==> config.mk <==
export PLATFORM = sky130hd
export DESIGN_NAME = pipe_stage_skid_reg
export DESIGN_NICKNAME = d
export VERILOG_FILES = /design/src/rtl/pipe_pkg.sv /design/src/rtl/pipe_slot.sv /design/src/rtl/pipe_stage_skid_reg.sv
export SDC_FILE = /design/constraint.sdc
export NUM_CORES = 1
export LEC_CHECK = 0
export CAP_MARGIN = 10
export CORE_ASPECT_RATIO = 1.4
export CORE_UTILIZATION = 45
export DETAILED_ROUTE_END_ITERATION = 7
export PLACE_DENSITY = 0.73
export SYNTH_ARGS = -nofsm -noshare
export SYNTH_HDL_FRONTEND = slang
export SYNTH_SLANG_ARGS = --single-unit
==> constraint.sdc <==
create_clock -name clk -period 10.98 [get_ports clk]
set_input_delay 2.196 -clock clk [delete_from_list [all_inputs] [get_ports clk]]
set_output_delay 2.196 -clock clk [all_outputs]
set_load 0.02 [all_outputs]
==> src/rtl/pipe_pkg.sv <==
// Shared types and constants for the elastic pipeline-stage register.
// The state encoding is fixed so that existing logic-analyser decodes stay valid.
package pipe_pkg;

  typedef enum logic [1:0] {
    EMPTY = 2'b00,
    ONE   = 2'b01,
    FULL  = 2'b10
  } pipe_state_t;

  // A control word of all zeros is an architectural NOP: no write-back, no memory access, no branch.
  localparam logic NOP_CTRL = '0;

endpackage

==> src/rtl/pipe_slot.sv <==
// One ctrl/data holding register. Load and ctrl-clear are applied on the same clock edge, and clear wins.
// Latency is 1 cycle and there is no backpressure: the owner decides when the slot loads.
module pipe_slot
  import pipe_pkg::*;
#(
  parameter int CTRL_W = 12,
  parameter int DATA_W = 96
) (
  input  logic              clk,
  input  logic              rst,
  input  logic              load,
  input  logic              clr,
  input  logic [CTRL_W-1:0] d_ctrl,
  input  logic [DATA_W-1:0] d_data,
  output logic [CTRL_W-1:0] q_ctrl,
  output logic [DATA_W-1:0] q_data
);

  // Clearing touches only ctrl; the stale data is harmless once ctrl is a NOP.
  always_ff @(posedge clk or posedge rst) begin
    if (rst) begin
      q_ctrl <= '0;
      q_data <= '0;
    end else if (clr) begin
      q_ctrl <= {CTRL_W{NOP_CTRL}};
    end else if (load) begin
      q_ctrl <= d_ctrl;
      q_data <= d_data;
    end
  end

endmodule

==> src/rtl/pipe_stage_skid_reg.sv <==
// Elastic pipeline-stage register with a 2-entry skid buffer, flush-to-NOP and a saturating stall counter.
// Latency is 1 cycle. in_ready is decoded purely from state, and the skid slot absorbs the one extra beat.
module pipe_stage_skid_reg
  import pipe_pkg::*;
#(
  parameter int DATA_W = 96,
  parameter int CTRL_W = 12,
  parameter int CNT_W  = 16
) (
  input  logic              clk,
  input  logic              rst,
  input  logic              flush,
  input  logic              in_valid,
  output logic              in_ready,
  input  logic [CTRL_W-1:0] in_ctrl,
  input  logic [DATA_W-1:0] in_data,
  output logic              out_valid,
  input  logic              out_ready,
  output logic [CTRL_W-1:0] out_ctrl,
  output logic [DATA_W-1:0] out_data,
  input  logic              cnt_clr,
  output logic [CNT_W-1:0]  stall_cnt
);

  localparam logic [CNT_W-1:0] CNT_MAX = '1;

  pipe_state_t       state_q;
  pipe_state_t       state_d;
  logic              in_fire;
  logic              out_fire;
  logic              main_load;
  logic              main_clr;
  logic              main_from_skid;
  logic              skid_load;
  logic              skid_clr;
  logic [CTRL_W-1:0] main_ctrl;
  logic [DATA_W-1:0] main_data;
  logic [CTRL_W-1:0] skid_ctrl;
  logic [DATA_W-1:0] skid_data;
  logic [CTRL_W-1:0] main_d_ctrl;
  logic [DATA_W-1:0] main_d_data;

  assign in_ready  = (state_q != FULL);
  assign out_valid = (state_q != EMPTY);
  assign in_fire   = in_valid & in_ready;
  assign out_fire  = out_valid & out_ready;

  // Main ctrl is cleared whenever the stage empties, so it can drive out_ctrl without gating.
  assign out_ctrl = main_ctrl;
  assign out_data = main_data;

  assign main_d_ctrl = main_from_skid ? skid_ctrl : in_ctrl;
  assign main_d_data = main_from_skid ? skid_data : in_data;

  always_comb begin
    state_d        = state_q;
    main_load      = 1'b0;
    main_clr       = 1'b0;
    main_from_skid = 1'b0;
    skid_load      = 1'b0;
    skid_clr       = 1'b0;
    if (flush) begin
      state_d  = EMPTY;
      main_clr = 1'b1;
      skid_clr = 1'b1;
    end else begin
      unique case (state_q)
        EMPTY: begin
          if (in_fire) begin
            main_load = 1'b1;
            state_d   = ONE;
          end
        end
        ONE: begin
          if (in_fire && out_fire) begin
            main_load = 1'b1;
          end else if (in_fire) begin
            skid_load = 1'b1;
            state_d   = FULL;
          end else if (out_fire) begin
            main_clr = 1'b1;
            state_d  = EMPTY;
          end
        end
        FULL: begin
          if (out_fire) begin
            main_load      = 1'b1;
            main_from_skid = 1'b1;
            skid_clr       = 1'b1;
            state_d        = ONE;
          end
        end
        default: state_d = EMPTY;
      endcase
    end
  end

  always_ff @(posedge clk or posedge rst) begin
    if (rst) begin
      state_q <= EMPTY;
    end else begin
      state_q <= state_d;
    end
  end

  pipe_slot #(.CTRL_W(CTRL_W), .DATA_W(DATA_W)) u_main (
    .clk    (clk),
    .rst    (rst),
    .load   (main_load),
    .clr    (main_clr),
    .d_ctrl (main_d_ctrl),
    .d_data (main_d_data),
    .q_ctrl (main_ctrl),
    .q_data (main_data)
  );

  pipe_slot #(.CTRL_W(CTRL_W), .DATA_W(DATA_W)) u_skid (
    .clk    (clk),
    .rst    (rst),
    .load   (skid_load),
    .clr    (skid_clr),
    .d_ctrl (in_ctrl),
    .d_data (in_data),
    .q_ctrl (skid_ctrl),
    .q_data (skid_data)
  );

  // Counts hazard stalls only; a flush must not disturb the measurement.
  always_ff @(posedge clk or posedge rst) begin
    if (rst) begin
      stall_cnt <= '0;
    end else if (cnt_clr) begin
      stall_cnt <= '0;
    end else if (out_valid && !out_ready && (stall_cnt != CNT_MAX)) begin
      stall_cnt <= stall_cnt + 1'b1;
    end
  end

endmodule
==> flow_results.xml <==
<?xml version="1.0" encoding="UTF-8"?>
<metrics>
  <group name="timing">
    <metric name="min_period" unit="ps">4730</metric>
    <metric name="worst_slew_pin_slew" unit="ps">1100</metric>
    <metric name="max_clock_freq" unit="MHz">211</metric>
    <metric name="relSlewSlack" unit="">0.267</metric>
    <metric name="drv_slew" unit="">0</metric>
    <metric name="setup-tns-final" unit="ps">0</metric>
    <metric name="skew" unit="ps">6.94</metric>
    <metric name="final.period_utilization" unit="">0.431</metric>
    <metric name="setup_viol" unit="">0</metric>
    <metric name="finalHoldViolations" unit="">0</metric>
    <metric name="rsz0062_at_grt" unit="">no</metric>
    <metric name="minimum_setup_slack_in_the_final_design" unit="ps">6250</metric>
    <metric name="fin_hold_ws" unit="ps">483</metric>
  </group>
  <group name="synthesis">
    <metric name="synth.lib_cells_used.distinct" unit="">44</metric>
    <metric name="synth_area_leaders" unit="">sky130_fd_sc_hd__dfrtp_1 (56%), sky130_fd_sc_hd__mux2_2 (28%), sky130_fd_sc_hd__mux2_1 (4.0%)</metric>
    <metric name="synth_warnings" unit="">0</metric>
    <metric name="ys_seq_elements" unit="">234</metric>
    <metric name="synth.top_cell.area_share" unit="">0.564</metric>
    <metric name="ys.flop_type" unit="">sky130_fd_sc_hd__dfrtp_1</metric>
    <metric name="synth_area" unit="sq mm">0.0104</metric>
    <metric name="synth_area_leader_cell" unit="">sky130_fd_sc_hd__dfrtp_1</metric>
    <metric name="synth_edf_count" unit="">0</metric>
    <metric name="syn-mean-instance-area" unit="sq um">14.5</metric>
    <metric name="seq_area_frac_synth" unit="">0.564</metric>
    <metric name="synthArstFlopShare" unit="">1.00</metric>
    <metric name="synth_fp_nets" unit="">831</metric>
    <metric name="syn_inst" unit="">716</metric>
  </group>
  <group name="clocking">
    <metric name="clock_tree.root_cell" unit="">sky130_fd_sc_hd__clkbuf_16</metric>
    <metric name="numCtsBuffers" unit="">24</metric>
    <metric name="cts.sinks" unit="">234</metric>
    <metric name="clk_lat_worst_skew" unit="ps">500</metric>
    <metric name="post_cts_setup_repair_bufs" unit="">0</metric>
    <metric name="cts-htree-levels" unit="">1</metric>
    <metric name="clock_path_buffers" unit="">3</metric>
    <metric name="tritoncts_clock_tree" unit="">built</metric>
    <metric name="ctsResizeCount" unit="">0</metric>
    <metric name="cts.clk_slew.worst_paths" unit="ps">60</metric>
    <metric name="cts_hold_buffers" unit="">0</metric>
  </group>
  <group name="critical_path">
    <metric name="timing.critical_path.buf_inv" unit="">2</metric>
    <metric name="critical_path.slowest_cell" unit="">sky130_fd_sc_hd__nor3_4</metric>
    <metric name="element_type_at_the_critical_path_start" unit="">input port</metric>
    <metric name="critPathRequiredTime" unit="ps">11370</metric>
    <metric name="criticalPathCategory" unit="">input port to register</metric>
    <metric name="crit_chain" unit="">clkdlybuf4s50_1 &gt; nand2b_1 &gt; nor3_4 &gt; buf_4 &gt; mux2_2</metric>
    <metric name="arrival" unit="ps">5120</metric>
    <metric name="critical-path-max-stage-delay" unit="ps">850</metric>
    <metric name="cpLargestDelayFamily" unit="">buffers and inverters</metric>
    <metric name="crit_path_max_fanout" unit="">59</metric>
    <metric name="critical_path.endpoint_type" unit="">register</metric>
  </group>
  <group name="cells_and_area">
    <metric name="multi_input_area" unit="sq mm">0.00429</metric>
    <metric name="final_common_cell" unit="">sky130_fd_sc_hd__mux2_2</metric>
    <metric name="register_area" unit="sq mm">0.00586</metric>
    <metric name="layout.cells.most_common_list" unit="">sky130_fd_sc_hd__mux2_2 (254), sky130_fd_sc_hd__clkdlybuf4s50_1 (239), sky130_fd_sc_hd__dfrtp_1 (234)</metric>
    <metric name="fraction_of_final_layout_cells_sized_beyond_drive_strength_1" unit="">0.327</metric>
    <metric name="fillers" unit="">1841</metric>
    <metric name="nets_final" unit="">1064</metric>
    <metric name="syn2layout_area_growth" unit="%">33.3</metric>
  </group>
  <group name="floorplan">
    <metric name="floorplan.io_pins" unit="">240</metric>
    <metric name="die-area" unit="sq mm">0.0237</metric>
    <metric name="placeable_core_region" unit="sq mm">0.0226</metric>
    <metric name="row_count" unit="">65</metric>
    <metric name="start_util" unit="">0.460</metric>
    <metric name="chipWidth" unit="um">130</metric>
    <metric name="chipHeight" unit="um">182</metric>
  </group>
  <group name="run_status">
    <metric name="outcome" unit="">finished, final reports clean</metric>
  </group>
  <group name="routing">
    <metric name="vias" unit="">6800</metric>
    <metric name="first_iter_violations" unit="">283</metric>
    <metric name="routed_wl" unit="mm">23.6</metric>
    <metric name="avgRoutedWirePerCell" unit="um">18.6</metric>
    <metric name="vias_per_cell" unit="">5.35</metric>
    <metric name="route.antenna.remaining_nets" unit="">0</metric>
    <metric name="drt_drc_violations_left" unit="">0</metric>
    <metric name="detail_route.first_pass.iterations" unit="">4</metric>
  </group>
  <group name="placed_design">
    <metric name="port-buffer-count" unit="">239</metric>
    <metric name="pre_cts_ws" unit="ps">5680</metric>
    <metric name="finalWeightedCongestion" unit="">0.796</metric>
    <metric name="detailedPlacementHpwl" unit="mm">15.3</metric>
  </group>
  <group name="grt">
    <metric name="maximum_number_of_pins_on_one_net_before_global_route_repair" unit="">110</metric>
    <metric name="grt.overflow.total" unit="">0</metric>
    <metric name="number_of_global_route_vias_before_repair" unit="">7028</metric>
    <metric name="grt_use_total" unit="">0.201</metric>
    <metric name="antenna_found_initial" unit="">3</metric>
    <metric name="first_pass_grt_wire_length" unit="mm">37.2</metric>
  </group>
  <group name="hold_path">
    <metric name="hold_wc_path_type" unit="">register to register</metric>
  </group>
  <group name="power">
    <metric name="static-leakage-power" unit="uW">0.00570</metric>
    <metric name="power_density" unit="mW/mm^2">180</metric>
    <metric name="max-vdd-ir-drop" unit="mV">0.126</metric>
  </group>
  <group name="flow_run">
    <metric name="max_cap_viol_count" unit="">0</metric>
  </group>
</metrics>
routing by layer:
layer | GRT usage | vias up | share of wire
met5 | 0 | - | 0
met4 | 0.0690 | 0 | 0.022
met3 | 0.0374 | 31 | 0.050
met2 | 0.362 | 165 | 0.53
met1 | 0.234 | 3505 | 0.39
li1 | - | 3099 | -
flip-flops by register name, summed over array words and instances, names as in the netlist:
name           flops
stall_cnt         16
u_main.q_ctrl     12
u_skid.q_ctrl     12
state_q            2
u_main.q_data     96
u_skid.q_data     96
power breakdown:
group	switching [uW]	total [uW]	internal (uW)
Combinational	241	559	318
Clock	324	812	488
Sequential	85.8	1130	1040
through the flow:
| step | total power [uW] | utilization | cells | area, sq um |
|---|---|---|---|---|
| floorplan | 1440 | - | 716 | 10400 |
| global placement | 1690 | 0.576 | 1224 | 13000 |
| detailed placement | 1710 | 0.576 | 1224 | 13000 |
| CTS | 2530 | 0.612 | 1267 | 13800 |
| global route | 2620 | 0.613 | 1270 | 13800 |
| finish | 2500 | 0.613 | 1270 | 13800 |
kinds of logic after synthesis:
| family | after synthesis | share of synthesized area |
|---|---|---|
| muxes | 304 | 0.328 |
| DFF | 234 | 0.564 |
| and+or+nand+nor | 67 | 0.0377 |
| AOI/OAI and AO/OA | 61 | 0.0442 |
| buffers and inverters | 49 | 0.0255 |
| adders and majority gates | 1 | 0.00120 |
synthesized netlist by cell type, drive strengths merged (4+ instances only):
master   number
mux2        291
dfrtp       234
buf          36
mux2i        13
a22o         12
nor2         12
o2bb2ai      12
nand2        11
a21oi        10
nand3         9
clkbuf        7
a31oi         6
nand4         6
nor3          6
a311oi        5
inv           5
nor4          5
nand2b        4
o21ai         4
final timing paths:
path	slack, ps	cells past startpoint	startpoint	to
worst max-delay path	6250	5	out_ready	u_skid.q_data[69]$_DFFE_PP0P_
worst min register to register	480	1	u_skid.q_data[62]$_DFFE_PP0P_	u_skid.q_data[62]$_DFFE_PP0P_
max in group asynchronous	7430	3	rst	u_skid.q_data[93]$_DFFE_PP0P_
worst min-delay path	480	1	u_skid.q_data[62]$_DFFE_PP0P_	u_skid.q_data[62]$_DFFE_PP0P_
worst max register to register	8020	4	state_q[1]$_DFFE_PP0P_	u_skid.q_data[69]$_DFFE_PP0P_
min in group asynchronous	2200	2	rst	u_main.q_data[29]$_DFFE_PP0P_
final cells by class:
cell class / instances / share of cell area
multi-input combinational: 433 / 0.310
sequential: 234 / 0.423
antenna: 3 / 0.000542
clock buffer: 39 / 0.0569
inverter: 6 / 0.00217
clock inverter: 4 / 0.00163
tap: 301 / 0.0272
timing repair buffer: 250 / 0.179
Power figures use the tool's default switching activity.
